==> src/rtl/rs_single_err_locator.sv <==
// Single-error locator for the RS decoders over GF(256) (poly 0x11D, alpha = 0x02).
// Classifies a codeword from S0/S1 and, for one error, searches alpha^j == S1/S0.
module rs_single_err_locator #(
   parameter int unsigned N = 32
) (
   input  logic       i_clk,
   input  logic       i_rst_n,
   input  logic       i_start,
   input  logic [7:0] i_s0,
   input  logic [7:0] i_s1,
   output logic       o_inv_start,
   output logic [7:0] o_inv_x,
   input  logic [7:0] i_inv_y,
   input  logic       i_inv_ready,
   output logic       o_busy,
   output logic       o_done,
   output logic [1:0] o_status,
   output logic [7:0] o_err_pos,
   output logic [7:0] o_err_val
);

   localparam logic [1:0] StatNone   = 2'b00;
   localparam logic [1:0] StatSingle = 2'b01;
   localparam logic [1:0] StatUncorr = 2'b10;
   localparam logic [7:0] JLast      = 8'(N - 1);

   typedef enum logic [1:0] {StIdle, StInv, StWait, StSearch} state_e;

   state_e     state_q, state_d;
   logic [7:0] s0_q, s0_d;
   logic [7:0] s1_q, s1_d;
   logic [7:0] tgt_q, tgt_d;
   logic [7:0] p_q, p_d;
   logic [7:0] j_q, j_d;
   logic       done_q, done_d;
   logic [1:0] status_q, status_d;
   logic [7:0] pos_q, pos_d;
   logic [7:0] val_q, val_d;

   function automatic logic [7:0] xtime(input logic [7:0] a);
      return a[7] ? ({a[6:0], 1'b0} ^ 8'h1D) : {a[6:0], 1'b0};
   endfunction

   // Horner-style multiply, MSB of b first
   function automatic logic [7:0] gf_mul(input logic [7:0] a, input logic [7:0] b);
      logic [7:0] acc;
      acc = 8'h00;
      for (int i = 7; i >= 0; i--) begin
         acc = xtime(acc) ^ (b[i] ? a : 8'h00);
      end
      return acc;
   endfunction

   always_comb begin
      state_d  = state_q;
      s0_d     = s0_q;
      s1_d     = s1_q;
      tgt_d    = tgt_q;
      p_d      = p_q;
      j_d      = j_q;
      done_d   = 1'b0;
      status_d = status_q;
      pos_d    = pos_q;
      val_d    = val_q;
      case (state_q)
         StIdle: begin
            if (i_start) begin
               s0_d = i_s0;
               s1_d = i_s1;
               if (i_s0 == 8'h00 && i_s1 == 8'h00) begin
                  done_d   = 1'b1;
                  status_d = StatNone;
                  pos_d    = 8'h00;
                  val_d    = 8'h00;
               end else if (i_s0 == 8'h00 || i_s1 == 8'h00) begin
                  done_d   = 1'b1;
                  status_d = StatUncorr;
                  pos_d    = 8'h00;
                  val_d    = 8'h00;
               end else begin
                  state_d = StInv;
               end
            end
         end
         StInv: begin
            state_d = StWait;
         end
         StWait: begin
            // Ready is only trusted from WAIT on; a stale high was cleared by the INV load
            if (i_inv_ready) begin
               tgt_d   = gf_mul(s1_q, i_inv_y);
               p_d     = 8'h01;
               j_d     = 8'h00;
               state_d = StSearch;
            end
         end
         StSearch: begin
            if (p_q == tgt_q) begin
               done_d   = 1'b1;
               status_d = StatSingle;
               pos_d    = j_q;
               val_d    = s0_q;
               state_d  = StIdle;
            end else if (j_q == JLast) begin
               done_d   = 1'b1;
               status_d = StatUncorr;
               pos_d    = 8'h00;
               val_d    = 8'h00;
               state_d  = StIdle;
            end else begin
               p_d = xtime(p_q);
               j_d = j_q + 8'd1;
            end
         end
         default: begin
            state_d = StIdle;
         end
      endcase
   end

   always_ff @(posedge i_clk or negedge i_rst_n) begin
      if (!i_rst_n) begin
         state_q  <= StIdle;
         s0_q     <= 8'h00;
         s1_q     <= 8'h00;
         tgt_q    <= 8'h00;
         p_q      <= 8'h00;
         j_q      <= 8'h00;
         done_q   <= 1'b0;
         status_q <= 2'b00;
         pos_q    <= 8'h00;
         val_q    <= 8'h00;
      end else begin
         state_q  <= state_d;
         s0_q     <= s0_d;
         s1_q     <= s1_d;
         tgt_q    <= tgt_d;
         p_q      <= p_d;
         j_q      <= j_d;
         done_q   <= done_d;
         status_q <= status_d;
         pos_q    <= pos_d;
         val_q    <= val_d;
      end
   end

   assign o_inv_start = (state_q == StInv);
   assign o_inv_x     = s0_q;
   assign o_busy      = (state_q != StIdle);
   assign o_done      = done_q;
   assign o_status    = status_q;
   assign o_err_pos   = pos_q;
   assign o_err_val   = val_q;

endmodule

==> config.mk <==
export PLATFORM = sky130hd
export DESIGN_NAME = rs_single_err_locator
export DESIGN_NICKNAME = d
export VERILOG_FILES = /design/src/rtl/rs_single_err_locator.sv
export SDC_FILE = /design/constraint.sdc
export NUM_CORES = 1
export LEC_CHECK = 0
export CAP_MARGIN = 40
export CELL_PAD_IN_SITES_DETAIL_PLACEMENT = 1
export CELL_PAD_IN_SITES_GLOBAL_PLACEMENT = 1
export CORE_UTILIZATION = 49
export DETAILED_ROUTE_END_ITERATION = 8
export DONT_BUFFER_PORTS = 1
export HOLD_SLACK_MARGIN = 0.06
export PLACE_DENSITY = 0.81
export RECOVER_POWER = 100
export SETUP_SLACK_MARGIN = 0.5
export SLEW_MARGIN = 15
export SYNTH_ARGS = -nofsm -noshare
export SYNTH_HDL_FRONTEND = slang
export SYNTH_SLANG_ARGS = --single-unit
==> constraint.sdc <==
create_clock -name i_clk -period 2.17 [get_ports i_clk]
set_input_delay 0.434 -clock i_clk [delete_from_list [all_inputs] [get_ports i_clk]]
set_output_delay 0.434 -clock i_clk [all_outputs]
set_load 0.01 [all_outputs]
---- Yosys cells after proc, flatten, opt, wreduce, memory -nomap -nowiden ----
Cells that the tools add are included.
cells by class
  multiplexer cells ....................... 51
  divide/modulo/power cells ............... 0
  reduce and logical (&&, ||, !) cells .... 13
  shifts and indexed selects .............. 0
  equality and inequality tests ........... 13
  add/subtract/negate cells ............... 1
  bitwise logic cells ..................... 15
  $mul .................................... 0
  $lt $le $gt $ge ......................... 0
operator list
  cell                                            count
  2-to-1 mux 8 bit                                20
  case mux 8 bit (2 select lines)                 4
  bitwise XOR 8 bit                               7
  2-to-1 mux 5 bit                                8
  inverter 4 bit                                  8
  2-to-1 mux 2 bit                                11
  logical NOT 8 bit                               2
  inequality test 2 bit (second input constant)   6
  adder 8 x 1 -> 8 bit (second input constant)    1
  == test 8 x 5 -> 1 bit (second input constant)  1
  == test 8 bit                                   1
  case mux 2 bit (4 select lines)                 1
  AND reduction 4 bit                             2
  inequality test 3 bit (second input constant)   2
  nonzero test 2 bit                              3
  2-to-1 mux 1 bit                                5
  AND reduction 5 bit                             1
  == test 2 bit (second input constant)           2
  case mux 2 bit (2 select lines)                 1
  AND reduction 2 bit                             2
  == test 2 x 1 -> 1 bit (second input constant)  1
  logical NOT 2 bit                               1
  case mux 1 bit (2 select lines)                 1
  logical AND 1 bit                               1
  logical OR 1 bit                                1
word-level totals
  register bits ........................... 61
  memories ................................ 0
  word-level logic and storage cells ...... 103
  latch bits .............................. 0
  ROM bits ................................ 0
  memory bits (writable) .................. 0

---- Depth between registers and ports, before layout ----
Gate-level depths: netlist of the first run.
  depth after elaboration ................. 22
  gate-level depth with buffers ........... 9

---- Worst setup path after synthesis of the first run ----
No wires, ideal clock.
  kind .................................... in2reg
  from .................................... in i_inv_y[2]
  to ...................................... reg tgt_q[4]
  stages .................................. 8
  buffers on the path ..................... 1
  arrival ................................. 1.879 ns
  setup slack ............................. 0.168 ns
  cell sequence ........................... buf_2 > xnor2_1 > a21oi_1 > a221oi_2 > xnor2_2 > xnor3_2 > xnor2_1 > o21ai_1
between the ends
  cells in the longest elaborated chain, start to end .. 8
RTL lines
  what                      line  RTL
  start: declaration        13    input logic [7:0] i_inv_y,
  2-to-1 mux 8 bit *        49    acc = xtime(acc) ^ (b[i] ? a : 8'h00);
  bitwise XOR 8 bit *       49
  inverter 4 bit (no line)  --
  2-to-1 mux 5 bit          41    return a[7] ? ({a[6:0], 1'b0} ^ 8'h1D) : {a[6:0], 1'b0};
  bitwise XOR 8 bit *       49
  inverter 4 bit (no line)  --
  2-to-1 mux 5 bit *        41
  bitwise XOR 8 bit *       49
  end signal: assignment    137   tgt_q <= tgt_d;
  end: declaration          32    logic [7:0] tgt_q, tgt_d;
Mark *: on every way between the ends. The rest lies on a longest branch, timed or not.
A chain may end at the register's enable or synchronous reset.

---- Worst setup path after layout of the first run ----
  from .................................... reg j_q[1]
  to ...................................... reg pos_q[6] (netlist: o_err_pos[6])
between the ends
  cells in the longest elaborated chain, start to end .. 3
RTL lines
  what                             line  RTL
  start: declaration               34    logic [7:0] j_q, j_d;
  start signal: assignment         139   j_q <= j_d;
  == test 8 x 5 -> 1 bit           104   end else if (j_q == JLast) begin
  inequality test 3 bit (no line)  --
  AND reduction 4 bit (no line)    --
  end signal: assignment           142   pos_q <= pos_d;
  end: declaration                 37    logic [7:0] pos_q, pos_d;
Every way passes these cells.

==> results of run 1 <==
-- cell families (layout without fill, tap and decap cells) --
family	count (synthesis)	in the layout	synth area share, %
buf+inv	31	71	4.93
mux	19	19	5.77
flops	61	61	41.2
simple gates	124	127	14.7
xor+xnor	83	83	21.8
compound gates	47	47	9.52
fa+ha+maj	6	6	2.03
-- flip-flops by register name (all words and copies together) (netlist names) --
name	flops
j_q	8
o_err_pos	8
s1_q	8
o_status	2
o_inv_x	8
o_err_val	8
state_q	2
o_done	1
p_q	8
tgt_q	8
-- where the power goes --
group / total (W) / internal, W / switching (W) / leakage [nW]
Combinational: 0.00727 / 0.00365 / 0.00362 / 1.21
Clock: 0.000867 / 0.000406 / 0.000461 / 0.0829
Sequential: 0.00199 / 0.00150 / 0.000498 / 0.784
Total: 0.0101 / 0.00556 / 0.00458 / 2.07
-- cell type report --
| type | count | area share (%) |
|---|---|---|
| clock buffers | 11 | 2.78 |
| repair buffers | 47 | 8.43 |
| flip-flops and latches | 61 | 32.4 |
| clock inverters | 5 | 0.582 |
| inverters | 8 | 0.634 |
| multi-input cells | 282 | 52.6 |
| well taps | 99 | 2.62 |
-- timing repair --
item | in CTS | in global routing
gates resized for setup | 67 | 39
endpoints found under the hold margin | 61 | 61
setup endpoints to repair | 44 | 46
gates cloned | 4 | 0
setup buffers | 23 | 8
pin swaps | 44 | 32
-- Yosys cell counts, types with 6 or more instances --
library cell / n
clkbuf_1: 6
xnor2_1: 59
buf_2: 10
inv_1: 8
xor2_1: 16
mux2_2: 18
ha_1: 6
nor2_1: 16
dfrtp_1: 61
a22o_1: 20
nand3_1: 8
nand2_1: 78
o21ai_1: 9
-- layer usage --
metal / wire length [um] / share of wire [%]
met5: 0 / 0
met1: 4780 / 37
met4: 588 / 4.5
met2: 6950 / 54
met3: 609 / 4.7
-- worst paths after layout --
check	start	to	slack, ns	cells after the start
max	j_q[1]	o_err_pos[6]	0.008	8
min	i_rst_n	j_q[1]	-0.23	0
max reg2reg	j_q[1]	o_err_pos[6]	0.008	8
min reg2reg	tgt_q[4]	tgt_q[4]	0.53	2
max in group asynchronous	i_rst_n	s1_q[7]	2.28	0
min in group i_clk	i_s1[3]	s1_q[3]	0.23	1
-- stage by stage --
| stage | setup TNS (ns) | setup WS [ns] | std cells | hold WS (ns) | total power (W) |
|---|---|---|---|---|---|
| 5_1_grt | -0.122 | -0.0501 | 513 | -0.258 | 0.0106 |
| 2_1_floorplan | 0 | 0.225 | 371 | 0.138 | 0.00567 |
| 6_report | 0 | 0.00820 | 513 | -0.230 | 0.0101 |
| 4_1_cts | 0 | 0.111 | 505 | -0.224 | 0.00921 |
| 3_5_place_dp | 0 | 0.0870 | 462 | 0.141 | 0.00648 |
| 3_3_place_gp | 0 | 0.139 | 462 | 0.141 | 0.00627 |
-- worst max-delay path, delay by kind of cell (launching register included) --
family	cells	cell delay [ns]
simple gates	4	0.88
flops	1	0.40
buf+inv	2	0.37
compound gates	1	0.23
fa+ha+maj	1	0.17
==> results summary, run 1 <==
The run finished, with violations left. The final reports fail on negative hold slack. The length of the first detailed-routing pass in iterations is 5.

The final number of hold-violating endpoints is 61. After detailed placement, the total cell area comes to 3860 sq um. The global routing usage on met2 is 54.8%.

Detailed placement ended at an HPWL of 6.34 mm. The worst setup path is launched from a register. The number of global-route vias before repair is 3,281. The number of DRC violations after detailed-routing iteration 0 is 230. The initial antenna violation count came out at 0. The H-tree was split into 3 levels. For met3 alone, demand over resource in global routing was 6.83%. The average footprint of a synthesized cell came out at 9.99 sq um. Setup repair after global routing could not meet its margin everywhere. The share of Yosys cell area claimed by the top area cell type came out at 41.2%. Synthesis produced a netlist with a net count of 405. Yosys printed 0 warnings.

Using the TritonRoute via totals, the vias-per-cell ratio works out to 6.01. The initialized floorplan defines 31 standard-cell rows. The standby leakage power came out at 2.07 nW.

The largest stage delay on the critical path came out at 0.40 ns. The number of buffers created by CTS came out at 9. STA puts the critical path data arrival time at 2.40 ns. The clock tree buffer depth is 2. The initial cell density of the core came out at 50.8%. The first global-routing pass estimated 17.5 mm of wire. After detailed routing, the average wire length per cell comes to 25.2 um. The clock tree from TritonCTS is yes. After layout, the worst path uses 99.6% of the clock period. Summed over all layers, the global routing overflow is 0. The count of buffers from port buffering came out at 0. The relative slew slack came out at 38.1%. In the layout the commonest cells are nand2_1 (66), dfrtp_1 (56), xnor2_1 (45), buf_4 (30), a22o_1 (20).

The antenna cell count is 0. Once layout is complete, the utilization of the core stands at 64.9%. The clock latency of the later-clocked register in the worst-skew pair came out at 0.35 ns.

The post-synthesis instance area is 3710 sq um. The routed design could run at a clock period as short as 2.16 ns. After synthesis, flip-flops and latches occupy 41.2% of the total area. Compared with the post-synthesis result, the final layout area differs by 27.7%.

The number of top-level pins came out at 57. The share of layout cells above drive strength 1 came out at 37.0%. The worst hold path belongs to the class input port to asynchronous set/reset pin. The area of the die is 7910 sq um. The share of synthesized registers carrying an async set or reset is 100%. At the pin with the least slew margin, the transition time is 0.928 ns. The core area is 7290 sq um. Once detail routing completed, the nets flagged for antenna violations numbered 0. The cell type with the largest total area after synthesis is dfrtp_1.

Dividing total power by cell area gives a power density of 2140 nW/um^2. The clock tree skew after final layout is 0.0111 ns. The type of destination of the critical path is a register.

Sorting the synthesized cells by area gives the leading types as dfrtp_1 (41%), xnor2_1 (14%), nand2_1 (7.9%). The required time reported for the critical path endpoint came out at 2.41 ns. Summing all non-filler instances in the final layout gives an area of 4730 sq um.

The path type of the worst setup path is register to register. Global routing used 30.4% of the available tracks. In this run the clock root is driven by a clkbuf_8. The number of setup violations in the final report is 0.

The most common library cell in the layout ignoring fill and taps is nand2_1. The worst hold slack came out at -0.230 ns. The horizontal extent of the die is 89.0 um. The number of max-cap violations is 0. The number of fill cells in the layout came out at 777. The number of distinct standard cells referenced by the synthesized netlist is 42. The number of remaining DRC errors came out at 0.

Synthesis handed over a netlist of 371 instances. The largest individual stage delay along the critical path comes from the cell dfrtp_1. The TritonCTS sink count came out at 61. The top flip-flop cell by instance count after synthesis is dfrtp_1. The floorplan die height came out at 89.0 um. The final count of pins violating max slew is 0. The global placement routability congestion came out at 0.845. Clock-pin slew was measured on the worst setup and hold paths at 0.08 ns.

The worst IR drop on VDD came out at 0.00110 V. The register area came out at 1530 sq um. The multi-input gate area in the final layout is 2490 sq um.

The layer flagged by global routing as most heavily used is met2. Summed over all layers, the routed wires come to 12.9 mm. Based on the critical path, the design can be clocked at up to 463 MHz. The number of nets at the end of the flow came out at 443. Walking the worst path, the cells encountered are ha_4 -> nand4_1 -> nor4_1 -> or3_1 -> buf_6 -> buf_12 -> nand2_4 -> a22o_1.

For met1 alone, demand over resource in global routing was 35.2%. In this run the worst path has a maximum fanout of 5. The number of enable flip-flop cells after synthesis came out at 0. After synthesis the netlist holds a flip-flop and latch count of 61. Entering global routing, the biggest net connects 62 pins.

The count of vias placed by the detailed router is 3,083.
No activity file was read; power rests on OpenSTA's default activity.
==> inputs of run 2 (changes only) <==
CORE_UTILIZATION = 45   (was 49)
PLACE_DENSITY = 0.76   (was 0.81)
==> run 2 against run 1 <==
The run still ends with negative hold slack left. Cell area up 0.16%. Global-route usage down 5.3 points. Worst hold slack better by 0.013 ns. Clock power up 2%. First-iteration DRC count down 58%. Fmax up 3.8%. Core utilization down 4.5 points. Critical path depth down 1. Critical endpoint is now tgt_q[4].
==> results summary, run 2 (synthesis results as in run 1) <==
The standby leakage power is 2.04 nW (-1.7%). The switching power as a share of total power is 43.4% (-1.8 points). CTS placed an instance of clkbuf_8 at the clock tree root. The number of standard-cell rows in the floorplan came out at 32 (+3.2%). The worst setup path is of the register to register kind.

The proportion of power drawn by flip-flops and latches came out at 21.2% (+1.5 points). The library cell used most frequently in the layout, excluding fill and tap cells, is nand2_1. The number of nets at the end of the flow was 442 (-0.23%). The worst setup path is captured at a register. The number of nets still failing antenna checks after routing came out at 0 (unchanged).

The core occupancy in the finished layout was 60.4% (-4.5 points). The reg-to-reg critical path startpoint is s1_q[6]. The final standard cell area without fillers was 4740 sq um (+0.16%). The share of layout cells above drive strength 1 came out at 37.8% (+0.82 points). The clock tree buffer depth came out at 2 (unchanged). The maximum clock frequency came out at 480 MHz (+3.8%). The number of fill cells in the layout is 857 (+10%).

The number of max-cap violations came out at 0 (unchanged). In the layout the commonest cells are nand2_1 (72), dfrtp_1 (52), xnor2_1 (47), buf_4 (30), a22o_1 (20). The post-place instance area was 3870 sq um (+0.42%). The initial antenna violation count was 0 (unchanged). The sum of negative setup slack is 0 ns (unchanged). The wire length of the first global-routing pass is 16.3 mm (-7.0%). The global placement routability congestion is 0.835 (-1.1%). The worst IR drop on VDD is 0.00104 V (-5.8%).

Compared with the post-synthesis result, the final layout area differs by 27.9%. The per-cell via count in the routed design came to 5.59 (-7.0%). The leftover overflow at the end of global routing came out at 0 (unchanged). The worst hold slack came to -0.217 ns (+0.0131 ns). The number of remaining DRC errors was 0 (unchanged). The net switching component of the power is 0.00413 W (-9.8%). STA classifies the critical path startpoint as a register. The signal arrival time at the worst endpoint is 2.29 ns (-0.11 ns). The pin slew with the least headroom to its limit is 0.865 ns (-0.0631 ns).

The relative slew slack is 42.3% (+4.2 points). The non-filler instance count after layout was 515 (+0.39%). The clock tree from TritonCTS is yes. The count of vias placed by the detailed router was 2,879 (-6.6%).

Setup repair after global routing could not meet its margin everywhere. The combinational power share came to 69.5% (-2.3 points). The maximum fanout encountered on the critical timing path is 6 (+1). The horizontal extent of the die came out at 92.8 um (+4.3%). The number of DRC violations after detailed-routing iteration 0 came out at 96 (-58%).

The final critical path time including I/O delays and setup came to 2.08 ns (-0.0797 ns). The checks that failed: negative hold slack. The cell count after placement came out at 465 (+0.65%). The period utilization came out at 95.9% (-3.7 points). The average wire length per cell after detail routing is 20.9 um (-17%). The TritonCTS sink count was 61 (unchanged).

The clock-pin slew on the worst setup and hold paths is 0.07 ns (about the same). The number of setup violations in the final report is 0 (unchanged). The cell-internal power is 0.00539 W (-3.0%). The flow ran to the end, but the final reports show violations. The number of global-route vias before repair is 3,063 (-6.6%). The initial cell density of the core came to 47.2% (-3.6 points).

The relative contribution of the clock network to total power is 9.3% (+0.7 points). The length of the first detailed-routing pass in iterations came out at 4 (-1). The register area came to 1540 sq um (+0.33%). The global router's overall resource usage is 25.1% (-5.3 points). The count of buffers from port buffering is 0 (unchanged). The endpoint identified for the worst register-to-register timing path is tgt_q[4]. The class of the most critical hold timing path is input port to asynchronous set/reset pin.

The power density relative to cell area is 2010 nW/um^2 (-6.2%). The HPWL reported at the end of detailed placement is 6.30 mm (-0.55%). The number of buffers created by CTS is 9 (unchanged). The wire length after detailed routing is 10.8 mm (-17%). The number of top-level pins is 57 (unchanged).

The antenna cell count was 0 (unchanged). The final number of hold-violating endpoints came out at 61 (unchanged). The clock tree skew after final layout is 0.0150 ns (+0.00388 ns). The maximum number of pins on one net before global-route repair came to 62 (unchanged). The required time reported for the critical path endpoint is 2.38 ns (-0.03 ns). The area of the die came out at 8600 sq um (+8.7%). The floorplan die height came to 92.8 um (+4.3%). The number of H-tree branching levels came out at 3 (unchanged).

The multi-input gate area in the final layout is 2500 sq um (+0.35%). The register-to-register setup slack is 0.09 ns (+0.08 ns). The cell count of the worst reg-to-reg path is 7 (-1). The final count of pins violating max slew came to 0 (unchanged).

The core area came to 7850 sq um (+7.6%). The clock latency of the later-clocked register in the worst-skew pair came out at 0.34 ns (about the same).
==> run 2: area by class of cell <==
| cell class | count | share of cell area (%) |
|---|---|---|
| multi-input combinational | 282 | 52.7 |
| timing repair buffer | 46 | 8.00 |
| sequential | 61 | 32.4 |
| tap | 102 | 2.69 |
| clock inverter | 4 | 0.501 |
| clock buffer | 12 | 3.06 |
| inverter | 8 | 0.633 |
==> run 2: what timing repair did <==
item	in CTS	in global routing
gates resized for setup	63	40
pin swaps	37	25
cloned	3	1
buffers inserted	18	12
endpoints found under the setup margin	44	47
endpoints found under the hold margin	61	61
==> run 2: power groups by stage <==
| stage | combinational (W) | clock [W] | sequential [W] |
|---|---|---|---|
| final | 0.00662 | 0.000887 | 0.00201 |
| after global routing | 0.00711 | 0.000941 | 0.00206 |
| after CTS | 0.00572 | 0.000903 | 0.00197 |
| after detailed placement | 0.00450 | 0 | 0.00198 |
| after global placement | 0.00432 | 0 | 0.00197 |
| after floorplan | 0.00391 | 0 | 0.00176 |
==> run 2: worst max path at each step <==
stage | from | to | slack, ns
final | s1_q[6] | tgt_q[4] | 0.09
after global routing | s1_q[6] | tgt_q[4] | -0.04
after detailed placement | s1_q[7] | tgt_q[5] | 0.07
after CTS | s1_q[6] | tgt_q[4] | 0.21
after floorplan | s1_q[5] | tgt_q[3] | 0.23
after global placement | s1_q[6] | tgt_q[3] | 0.14
==> run 2: routing by layer <==
layer / track usage, % / vias up / share of wire, %
met5: 0 / - / 0
met4: 7.44 / 0 / 2.3
met3: 5.09 / 16 / 3.1
met2: 46.0 / 65 / 55
met1: 29.4 / 1483 / 40
li1: - / 1315 / -
==> run 2: critical path, stage by stage (launching register included) <==
cell and delay [ns]:
dfrtp_2 0.48, xnor2_2 0.25, a21oi_2 0.09, a221oi_2 0.31, xnor2_2 0.18, xnor3_2 0.31
xnor2_1 0.26, o21ai_1 0.09
==> run 2: stage by stage <==
stage	setup slack (ns)	total power [W]
5_1_grt	-0.0438	0.0101
3_5_place_dp	0.0720	0.00648
6_report	0.0879	0.00952
4_1_cts	0.206	0.00859
3_3_place_gp	0.138	0.00629
2_1_floorplan	0.225	0.00567
==> inputs of run 3 (changes only) <==
--- a/config.mk
+++ b/config.mk
@@ -6,12 +6,12 @@
 export NUM_CORES = 1
 export LEC_CHECK = 0
-export CAP_MARGIN = 40
+export CAP_MARGIN = 25
 export CELL_PAD_IN_SITES_DETAIL_PLACEMENT = 1
 export CELL_PAD_IN_SITES_GLOBAL_PLACEMENT = 1
-export CORE_UTILIZATION = 45
+export CORE_UTILIZATION = 49
 export DETAILED_ROUTE_END_ITERATION = 8
 export DONT_BUFFER_PORTS = 1
 export HOLD_SLACK_MARGIN = 0.06
-export PLACE_DENSITY = 0.76
+export PLACE_DENSITY = 0.81
 export RECOVER_POWER = 100
 export SETUP_SLACK_MARGIN = 0.5
==> constraint.sdc (replaced) <==
create_clock -name i_clk -period 2.17 [get_ports i_clk]
set_input_delay 0.5425 -clock i_clk [delete_from_list [all_inputs] [get_ports i_clk]]
set_output_delay 0.5425 -clock i_clk [all_outputs]
set_load 0.01 [all_outputs]
==> run 3 against run 2 <==
The flow still finishes with violations (negative hold slack). Highest routed layer unchanged. Power up 6.4%. Core utilization increased by 5.6 points. Sequential share of layout area decreased by 0.57 points. Largest power group unchanged. Critical path depth increased by 1. Global-route usage is 3.5 points higher. Cell area increased by 1.6%. Count of clock-buffer cells in the layout decreased by 2. Routed wire length is 23% higher. Register-to-register slack got worse by 0.09 ns.
==> results summary, run 3 (synthesis results as in run 1) <==
The beginning of the critical path is s1_q[6]. The count of buffers from port buffering came out at 0 (unchanged). The signal arrival time at the worst endpoint came out at 2.40 ns (+0.11 ns). The length of the first detailed-routing pass in iterations was 4 (unchanged). The number of global-route vias before repair is 3,170 (+3.5%). The number of fill cells in the layout came out at 774 (-9.7%).

The per-cell via count in the routed design is 5.98 (+7.0%). The final critical path time including I/O delays and setup came out at 2.17 ns (+0.0855 ns). The maximum number of pins on one net before global-route repair is 62 (unchanged). The final number of hold-violating endpoints was 61 (unchanged). The number of setup violations in the final report came out at 0 (unchanged). The clock latency of the later-clocked register in the worst-skew pair is 0.36 ns (+0.02 ns).

The worst IR drop on VDD was 0.00135 V (+31%). The number of top-level pins is 57 (unchanged). The power consumption came out at 0.0101 W (+6.4%). The count of vias placed by the detailed router is 3,135 (+8.9%). The most common library cell in the layout ignoring fill and taps is nand2_1. The initial antenna violation count is 0 (unchanged). The relative slew slack is 64.8% (+22 points).

The clock-pin slew on the worst setup and hold paths is 0.08 ns (about the same). The pin slew with the least headroom to its limit came out at 0.526 ns (-0.340 ns). The share of layout cells above drive strength 1 came out at 38.4% (+0.58 points). The initial cell density of the core is 50.8% (+3.6 points). The power density relative to cell area is 2100 nW/um^2 (+4.7%). The leftover overflow at the end of global routing is 0 (unchanged).

The number of buffers created by CTS is 9 (unchanged). The growth of design area from synthesis to finish is 30.0%. The top cell types in the final layout, fill and taps aside, are nand2_1 (68), dfrtp_1 (54), xnor2_1 (51), buf_4 (44), a22o_1 (20). The number of remaining DRC errors came out at 0 (unchanged). The HPWL reported at the end of detailed placement came out at 6.14 mm (-2.6%). The horizontal extent of the die is 89.0 um (-4.1%). The post-place instance area came to 3870 sq um (unchanged). The wire length after detailed routing came out at 13.2 mm (+23%). The average wire length per cell after detail routing is 25.2 um (+21%). The period utilization is 99.9% (+3.9 points). The final reports fail on negative hold slack.

The clock tree skew after final layout came to 0.0154 ns (+0.000336 ns). The worst setup path is of the register to register kind. The number of DRC violations after detailed-routing iteration 0 came out at 178 (+85%).

The number of H-tree branching levels came to 3 (unchanged). In this run the clock root is driven by a clkbuf_8. The final standard cell area without fillers came to 4820 sq um (+1.6%). The standby leakage power came out at 2.11 nW (+3.4%). The number of nets at the end of the flow came out at 455 (+2.9%). The run finished, with violations left. Setup repair after global routing could not meet its margin everywhere. The floorplan die height is 89.0 um (-4.1%). The min-delay analysis places its worst path in the category input port to asynchronous set/reset pin. The non-filler instance count after layout is 524 (+1.7%).

The global placement routability congestion came out at 0.915 (+9.5%). The wire length of the first global-routing pass is 16.3 mm (-0.17%). The reg-to-reg critical path startpoint is s1_q[6]. The clock tree buffer depth is 2 (unchanged). The cell count after placement was 462 (-0.65%).

The maximum clock frequency came out at 461 MHz (-3.9%). The number of max-cap violations came to 0 (unchanged). The antenna cell count came out at 0 (unchanged). The global router's overall resource usage is 28.6% (+3.5 points). The clock tree from TritonCTS is yes. The core area came out at 7290 sq um (-7.1%). The final count of pins violating max slew is 0 (unchanged).

The area of the die was 7910 sq um (-8.0%). STA classifies the critical path startpoint as a register. The number of standard-cell rows in the floorplan came out at 31 (-3.1%).

The maximum fanout encountered on the critical timing path is 7 (+1). The worst hold slack is -0.135 ns (+0.0826 ns). STA classifies the critical path endpoint as a register. The number of nets still failing antenna checks after routing came to 0 (unchanged). The required time reported for the critical path endpoint is 2.40 ns (+0.02 ns). The TritonCTS sink count is 61 (unchanged).
==> run 3: cell types whose count changed in the layout (fill, tap and decap cells not counted), moves of 4 or more <==
cell / before / now
buf_4: 30 / 44
nand2_1: 72 / 68
nand2_4: 3 / 7
xnor2_1: 47 / 51
xnor2_2: 15 / 11
==> run 3: final timing paths <==
kind / to / slack (ns) / depth (start not counted)
max in group asynchronous: s1_q[3] / 2.18 / 0
worst min register to register: tgt_q[3] / 0.52 / 2
worst max-delay path: tgt_q[2] / 0.002 / 8
min in group i_clk: s1_q[1] / 0.33 / 1
worst min-delay path: o_err_pos[2] / -0.13 / 0
worst max register to register: tgt_q[2] / 0.002 / 8
==> run 3: timing repair <==
item / CTS / global route
cloned: 4 / 0
gates resized for setup: 62 / 50
setup buffers: 19 / 24
endpoints found under the setup margin: 46 / 47
endpoints found under the hold margin: 61 / 61
pin swaps: 32 / 34
==> run 3: area by class of cell <==
type	instances	area, sq um	share of cell area (%)
Clock inverter	5	28.8	0.597
Clock buffer	10	128	2.65
Timing Repair Buffer	59	512	10.6
Inverter	8	38.8	0.805
Sequential cell	61	1540	31.9
Tap cell	99	124	2.57
Multi-Input combinational cell	282	2450	50.9
==> run 3: worst max-delay path, cell delays in order, from the launching register on <==
cell	delay (ns)
dfrtp_2	0.47
buf_6	0.13
nand2_4	0.04
xnor2_2	0.17
xnor2_1	0.14
xnor3_2	0.56
xnor2_4	0.27
xnor2_1	0.15
o21ai_1	0.10
==> run 3: where the power goes <==
| group | total (W) | switching [W] | leakage [nW] | internal, W |
|---|---|---|---|---|
| Clock | 0.000883 | 0.000481 | 0.0856 | 0.000402 |
| Combinational | 0.00721 | 0.00362 | 1.24 | 0.00359 |
| Sequential | 0.00203 | 0.000538 | 0.780 | 0.00150 |
==> run 3: metrics by stage <==
step | setup WS (ns) | setup TNS [ns] | utilization [%]
final | 0.00236 | 0 | 66.1
after global routing | -0.0686 | -0.192 | 66.1
after CTS | 0.180 | 0 | 61.4
after detailed placement | 0.00868 | 0 | 53.1
after global placement | 0.103 | 0 | 53.1
after floorplan | 0.124 | 0 | -
==> run 3: per-layer routing <==
layer  share of wire, %  up-vias  track usage [%]
li1                   -     1343                -
met1                 36     1624             31.6
met2                 55      109             50.1
met3                3.6       59             7.29
met4                6.1        0             16.7
met5                  0        -                0
